### config.mk
export PLATFORM = sky130hd
export DESIGN_NAME = muldiv
export DESIGN_NICKNAME = d
export VERILOG_FILES = /design/src/rtl/muldiv_pkg.sv /design/src/rtl/muldiv.sv
export SDC_FILE = /design/constraint.sdc
export NUM_CORES = 1
export LEC_CHECK = 0
export ABC_AREA = 1
export BUFFER_PORTS_ARGS = -buffer_cell sky130_fd_sc_hd__buf_2
export CORE_MARGIN = 1.5
export CORE_UTILIZATION = 54
export CTS_BUF_LIST = sky130_fd_sc_hd__clkbuf_16
export DETAILED_ROUTE_END_ITERATION = 8
export PLACE_DENSITY = 0.74
export SETUP_SLACK_MARGIN = 0.2
export SLEW_MARGIN = 15
export SYNTH_ARGS = -nofsm -noshare
export SYNTH_HDL_FRONTEND = slang
export SYNTH_SLANG_ARGS = --single-unit
### constraint.sdc
create_clock -name clk -period 4.9 [get_ports clk]
set_clock_uncertainty 0.15 [all_clocks]
set_input_delay 0.245 -clock clk [delete_from_list [all_inputs] [get_ports clk]]
set_output_delay 0.245 -clock clk [all_outputs]
set_load 0.02 [all_outputs]
### src/rtl/muldiv_pkg.sv
// rtl/muldiv_pkg.sv - shared encodings for the iterative multiply/divide unit
// Contents:
//   op_e    : operation select as presented on the muldiv op port
//   state_e : control FSM states
package muldiv_pkg;

    typedef enum logic [1:0] {
        OP_MUL   = 2'b00,   // low half of the product
        OP_MULHU = 2'b01,   // high half of the unsigned product
        OP_DIVU  = 2'b10,   // unsigned quotient
        OP_REMU  = 2'b11    // unsigned remainder
    } op_e;

    typedef enum logic [1:0] {
        ST_IDLE = 2'b00,
        ST_RUN  = 2'b01,
        ST_DONE = 2'b10
    } state_e;

endpackage

### src/rtl/muldiv.sv
// rtl/muldiv.sv - iterative unsigned multiply/divide unit with register-file write-back
// Ports:
//   clk     : clock, rising edge
//   rst     : asynchronous active-low reset
//   start   : request a new operation, sampled only while idle
//   op      : 00 MUL, 01 MULHU, 10 DIVU, 11 REMU
//   a, b    : operands from register file read ports
//   dest    : destination register address
//   busy    : operation in flight (from the cycle after accept through DONE)
//   done    : one-cycle completion pulse
//   wb_en   : register file write enable (suppressed for dest == 0)
//   wb_addr : register file write address
//   wb_data : register file write data
module muldiv
    import muldiv_pkg::*;
#(
    parameter int n = 32,
    parameter int r = 5
) (
    input  logic         clk,
    input  logic         rst,
    input  logic         start,
    input  logic [1:0]   op,
    input  logic [n-1:0] a,
    input  logic [n-1:0] b,
    input  logic [r-1:0] dest,
    output logic         busy,
    output logic         done,
    output logic         wb_en,
    output logic [r-1:0] wb_addr,
    output logic [n-1:0] wb_data
);

    localparam int CW = $clog2(n) + 1;

    state_e         state_q, state_d;
    logic [CW-1:0]  cnt_q;
    op_e            op_q;
    logic [r-1:0]   dest_q;
    logic [n-1:0]   b_q;

    // hi:lo is the 2n-bit working register shared by both algorithms.
    // Multiply: hi accumulates the partial product, lo holds the unconsumed
    // multiplier bits and fills with product low bits from the top.
    // Divide: hi is the partial remainder, lo shifts dividend bits out of the
    // top while quotient bits enter at the bottom.
    logic [n-1:0]   hi_q, lo_q;
    logic [n-1:0]   hi_d, lo_d;
    logic [n:0]     mul_sum;
    logic [n:0]     div_shift;
    logic [n-1:0]   div_diff;
    logic           is_div;
    logic [n-1:0]   result;

    assign is_div = (op_q == OP_DIVU) || (op_q == OP_REMU);

    // One iteration of shift-add multiply or restoring divide.
    always_comb begin
        mul_sum   = {1'b0, hi_q} + (lo_q[0] ? {1'b0, b_q} : {(n+1){1'b0}});
        div_shift = {hi_q, lo_q[n-1]};
        // Only used when div_shift >= b, so the difference is below b and
        // the low n bits are exact.
        div_diff  = div_shift[n-1:0] - b_q;
        hi_d      = hi_q;
        lo_d      = lo_q;
        if (is_div) begin
            if (div_shift >= {1'b0, b_q}) begin
                hi_d = div_diff;
                lo_d = {lo_q[n-2:0], 1'b1};
            end else begin
                hi_d = div_shift[n-1:0];
                lo_d = {lo_q[n-2:0], 1'b0};
            end
        end else begin
            hi_d = mul_sum[n:1];
            lo_d = {mul_sum[0], lo_q[n-1:1]};
        end
    end

    // State register
    always_ff @(posedge clk or negedge rst) begin
        if (!rst) begin
            state_q <= ST_IDLE;
        end else begin
            state_q <= state_d;
        end
    end

    // Next-state logic; RUN lasts exactly n cycles because the counter is
    // loaded with n and the exit happens on the decrement that reaches zero.
    always_comb begin
        state_d = state_q;
        case (state_q)
            ST_IDLE: if (start) state_d = ST_RUN;
            ST_RUN:  if (cnt_q == CW'(1)) state_d = ST_DONE;
            ST_DONE: state_d = ST_IDLE;
            default: state_d = ST_IDLE;
        endcase
    end

    // Datapath and captured operation
    always_ff @(posedge clk or negedge rst) begin
        if (!rst) begin
            cnt_q  <= '0;
            hi_q   <= '0;
            lo_q   <= '0;
            b_q    <= '0;
            op_q   <= OP_MUL;
            dest_q <= '0;
        end else if (state_q == ST_IDLE && start) begin
            cnt_q  <= CW'(n);
            hi_q   <= '0;
            lo_q   <= a;
            b_q    <= b;
            op_q   <= op_e'(op);
            dest_q <= dest;
        end else if (state_q == ST_RUN) begin
            cnt_q  <= cnt_q - CW'(1);
            hi_q   <= hi_d;
            lo_q   <= lo_d;
        end
    end

    // Divide by zero needs no special case: every trial subtract succeeds,
    // giving an all-ones quotient and a remainder equal to the dividend.
    assign result = (op_q == OP_MUL || op_q == OP_DIVU) ? lo_q : hi_q;

    // Outputs feed the register file write port directly.
    always_comb begin
        busy    = (state_q != ST_IDLE);
        done    = (state_q == ST_DONE);
        wb_en   = 1'b0;
        wb_addr = '0;
        wb_data = '0;
        if (state_q == ST_DONE) begin
            wb_en   = (dest_q != '0);
            wb_addr = dest_q;
            wb_data = result;
        end
    end

endmodule
==> results.json <==
{
  "outcome": "complete, no violations",
  "place_hpwl_um": 28800,
  "power.leakage_uw": 0.00703,
  "clk_latency_ns": 0.37,
  "grt_pass1_vias": 11448,
  "yosysSeqAreaShare_pct": 25.5,
  "die_y_um": 145,
  "ant_nets": 0,
  "ctsHoldBuffers": 40,
  "worstSetupEndpointType": "flip-flop",
  "ys.warnings.count": 0,
  "syn-num-nets": 1956,
  "cts_resized": 0,
  "routed_wirelength_um": 37000,
  "powerDensity_nw_per_um2": 612,
  "start_kind": "flip-flop",
  "drive_gt1_share_pct": 8.63,
  "rsz0062_at_grt": "false",
  "multiInputGateArea_um2": 6560,
  "hold_end": "lo_q[31]",
  "min_delay_path_depth": 3,
  "rrSetupSlack_ns": 1.41,
  "period_share_pct": 71.2,
  "ys.flop_type": "dfrtp_1",
  "maxSlewViolCount": 0,
  "grt_max_degree": 110,
  "fin_area_um2": 12300,
  "synth.distinct_cells": 39,
  "power_frac_clock_pct": 10.1,
  "clkTransAtPathRegs_ns": 0.09,
  "cts_made_buffers": 9,
  "syn_area_um2": 10900,
  "final_nets": 2071,
  "fill_cells": 1926,
  "postSynthAreaPerCell_um2": 5.99,
  "synthCells": 1814,
  "area_delta_synth_final_pct": 13.0,
  "port_buffers": 113,
  "postCtsSetupBuffers": 0,
  "postPlaceCellArea_um2": 11600,
  "vias_per_cell": 5.50,
  "reg2reg_to": "hi_q[29]",
  "antenna_found_initial": 0,
  "routedWlPerCell_um": 16.8,
  "grt_overflow_total": 0,
  "num_vias": 12092,
  "slew_headroom_pct": 22.9,
  "worst_pin_slew_ns": 1.16,
  "htree_levels": 3,
  "pwr-share-comb_pct": 69.2,
  "dieArea_um2": 21000,
  "path_max_fanout": 23,
  "r2r_start": "lo_q[0]",
  "max_freq_mhz": 286,
  "coreArea_um2": 19600,
  "grt_first_pass_wirelength_um": 59300,
  "p_int_uw": 3250,
  "reg2reg_depth": 14,
  "num_rows": 51,
  "worstSetupPathType": "reg2reg",
  "clock-sinks": 111,
  "io_pins": 114,
  "pwr-share-seq_pct": 20.6,
  "initial_core_util_pct": 55.5,
  "ys_seq_elements": 111,
  "die_x_um": 145,
  "hold_viol_final": 0,
  "ff_latch_area_um2": 2780,
  "synth-edff-count": 0,
  "cp_data_required_time_ns": 5.01,
  "peakVddDrop_v": 0.000224,
  "tns_ns": 0,
  "worstPathArrival_ns": 3.60,
  "cts_tree": "built",
  "routabilityCongestion": 1.04,
  "hold_start": "a[31]",
  "gr-usage-all-layers_pct": 35.4,
  "drcViolationCount": 0,
  "finalSetupViolCount": 0,
  "switching_share_pct": 56.7,
  "drt_iter0_drc": 924,
  "switching_power_uw": 4260,
  "async_flop_share_pct": 100,
  "worstHoldPathType": "in2reg",
  "num_antenna_cells": 0,
  "drtPass1Iterations": 6,
  "maxCapViolations": 0,
  "max-clock-path-buffers": 2,
  "clockRootBuffer": "clkbuf_16",
  "fin_crit_ns": 3.49
}
layer usage:
layer	routed length, µm	up-vias	global-route usage, %
li1	-	5977	-
met4	1040	0	11.8
met5	0	-	0
met3	3110	70	5.47
met1	16500	5518	49.4
met2	16300	527	55.9
placed cells by master, fill, tap and decap left out, types with 30 or more instances in the layout:
cell	Yosys	routed
dfrtp_1	111	110
buf_2	3	112
o22ai_1	31	31
nand3_1	106	106
nand4_1	34	34
a211oi_1	30	30
dlygate4sd3_1	0	40
a21oi_1	88	88
inv_1	336	336
nand2_1	579	579
nor2_1	130	129
ha_1	66	66
o21ai_0	140	140
sequential cells by signal, summed over array words and instances, names as in the netlist:
signal / flops
hi_q: 32
cnt_q: 6
lo_q: 32
dest_q: 5
state_q: 2
op_q: 2
b_q: 32
critical path, stage by stage (launching register included):
cell and delay, ns:
dfrtp_1 1.12, buf_4 0.37, nand2_1 0.07, inv_1 0.10, ha_1 0.33, a21oi_1 0.22, o21ai_0 0.15, a21oi_1 0.29
nor2_1 0.11, nor2_1 0.13, nand2_1 0.06, nand2_1 0.05, nand3_1 0.06, nand3_1 0.10, nand2_1 0.07
area by class of cell:
class | count | share of cell area, %
Clock buffer | 9 | 1.83
Clock inverter | 7 | 0.519
Inverter | 341 | 10.4
Multi-Input combinational cell | 1302 | 53.4
Sequential cell | 111 | 22.6
Tap cell | 265 | 2.70
Timing Repair Buffer | 164 | 8.55
logic make-up (layout without fill, tap and decap cells):
family,Yosys count,count (layout),share of synthesized area [%]
AOI/OAI and AO/OA,305,305,15.4
xor gates and xnor gates,24,24,1.93
and+or+nand+nor,905,905,34.9
adders and majority gates,68,68,7.96
DFF,111,111,25.5
buffers and inverters,401,521,14.2
per-stage QoR:
step / utilization [%] / setup WS, ns / std cells / hold slack, ns / total power [µW]
3_3_place_gp: 59.2 / 1.50 / 2143 / -0.0688 / 6540
2_1_floorplan: - / 2.14 / 1814 / -0.201 / 5190
6_report: 62.7 / 1.41 / 2199 / 0.0106 / 7520
5_1_grt: 62.7 / 1.10 / 2199 / 0.0300 / 8210
4_1_cts: 62.7 / 1.46 / 2199 / 0.00762 / 7390
3_5_place_dp: 59.2 / 1.45 / 2143 / -0.0678 / 6590
cell usage after synthesis, types with 2 or more instances:
library cell | number | share of area, %
a31oi_1 | 3 | 0.17
buf_6 | 3 | 0.31
o21bai_1 | 6 | 0.41
buf_2 | 3 | 0.14
fa_1 | 2 | 0.37
o21ai_0 | 140 | 6.4
buf_1 | 5 | 0.17
a21o_1 | 3 | 0.21
nor4_1 | 3 | 0.17
nand3_1 | 106 | 4.9
xnor2_1 | 15 | 1.2
clkinv_1 | 2 | 0.069
clkbuf_1 | 48 | 1.7
xor2_1 | 9 | 0.73
o22ai_1 | 31 | 1.8
and2_1 | 6 | 0.35
a211oi_1 | 30 | 2.1
a21oi_1 | 88 | 4.1
nor2_1 | 130 | 4.5
inv_2 | 3 | 0.10
nor2_4 | 4 | 0.41
nor3_1 | 15 | 0.69
nand2_2 | 6 | 0.35
ha_1 | 66 | 7.6
nand2_1 | 579 | 20
inv_1 | 336 | 12
nor2_2 | 5 | 0.29
or2_2 | 2 | 0.12
nand3_2 | 3 | 0.28
nand3b_1 | 10 | 0.69
nand4_1 | 34 | 2.0
dfrtp_1 | 111 | 26
power groups by stage:
stage               Sequential, µW  Combinational, µW  Clock [µW]
floorplan                     1400               3780           0
global placement              1540               5000           0
detailed placement            1560               5030           0
CTS                           1540               5090         765
global route                  1580               5830         796
finish                        1550               5200         761
worst max path at each step:
| stage | startpoint | to | slack [ns] | cells past startpoint |
|---|---|---|---|---|
| finish | lo_q[0] | hi_q[29] | 1.41 | 14 |
| CTS | lo_q[0] | hi_q[29] | 1.46 | 14 |
| floorplan | lo_q[0] | hi_q[19] | 2.14 | 21 |
| global route | lo_q[0] | hi_q[19] | 1.10 | 20 |
| detailed placement | lo_q[0] | hi_q[29] | 1.45 | 14 |
| global placement | lo_q[0] | hi_q[29] | 1.50 | 14 |
Note: power is estimated with default switching activity, not from simulation.
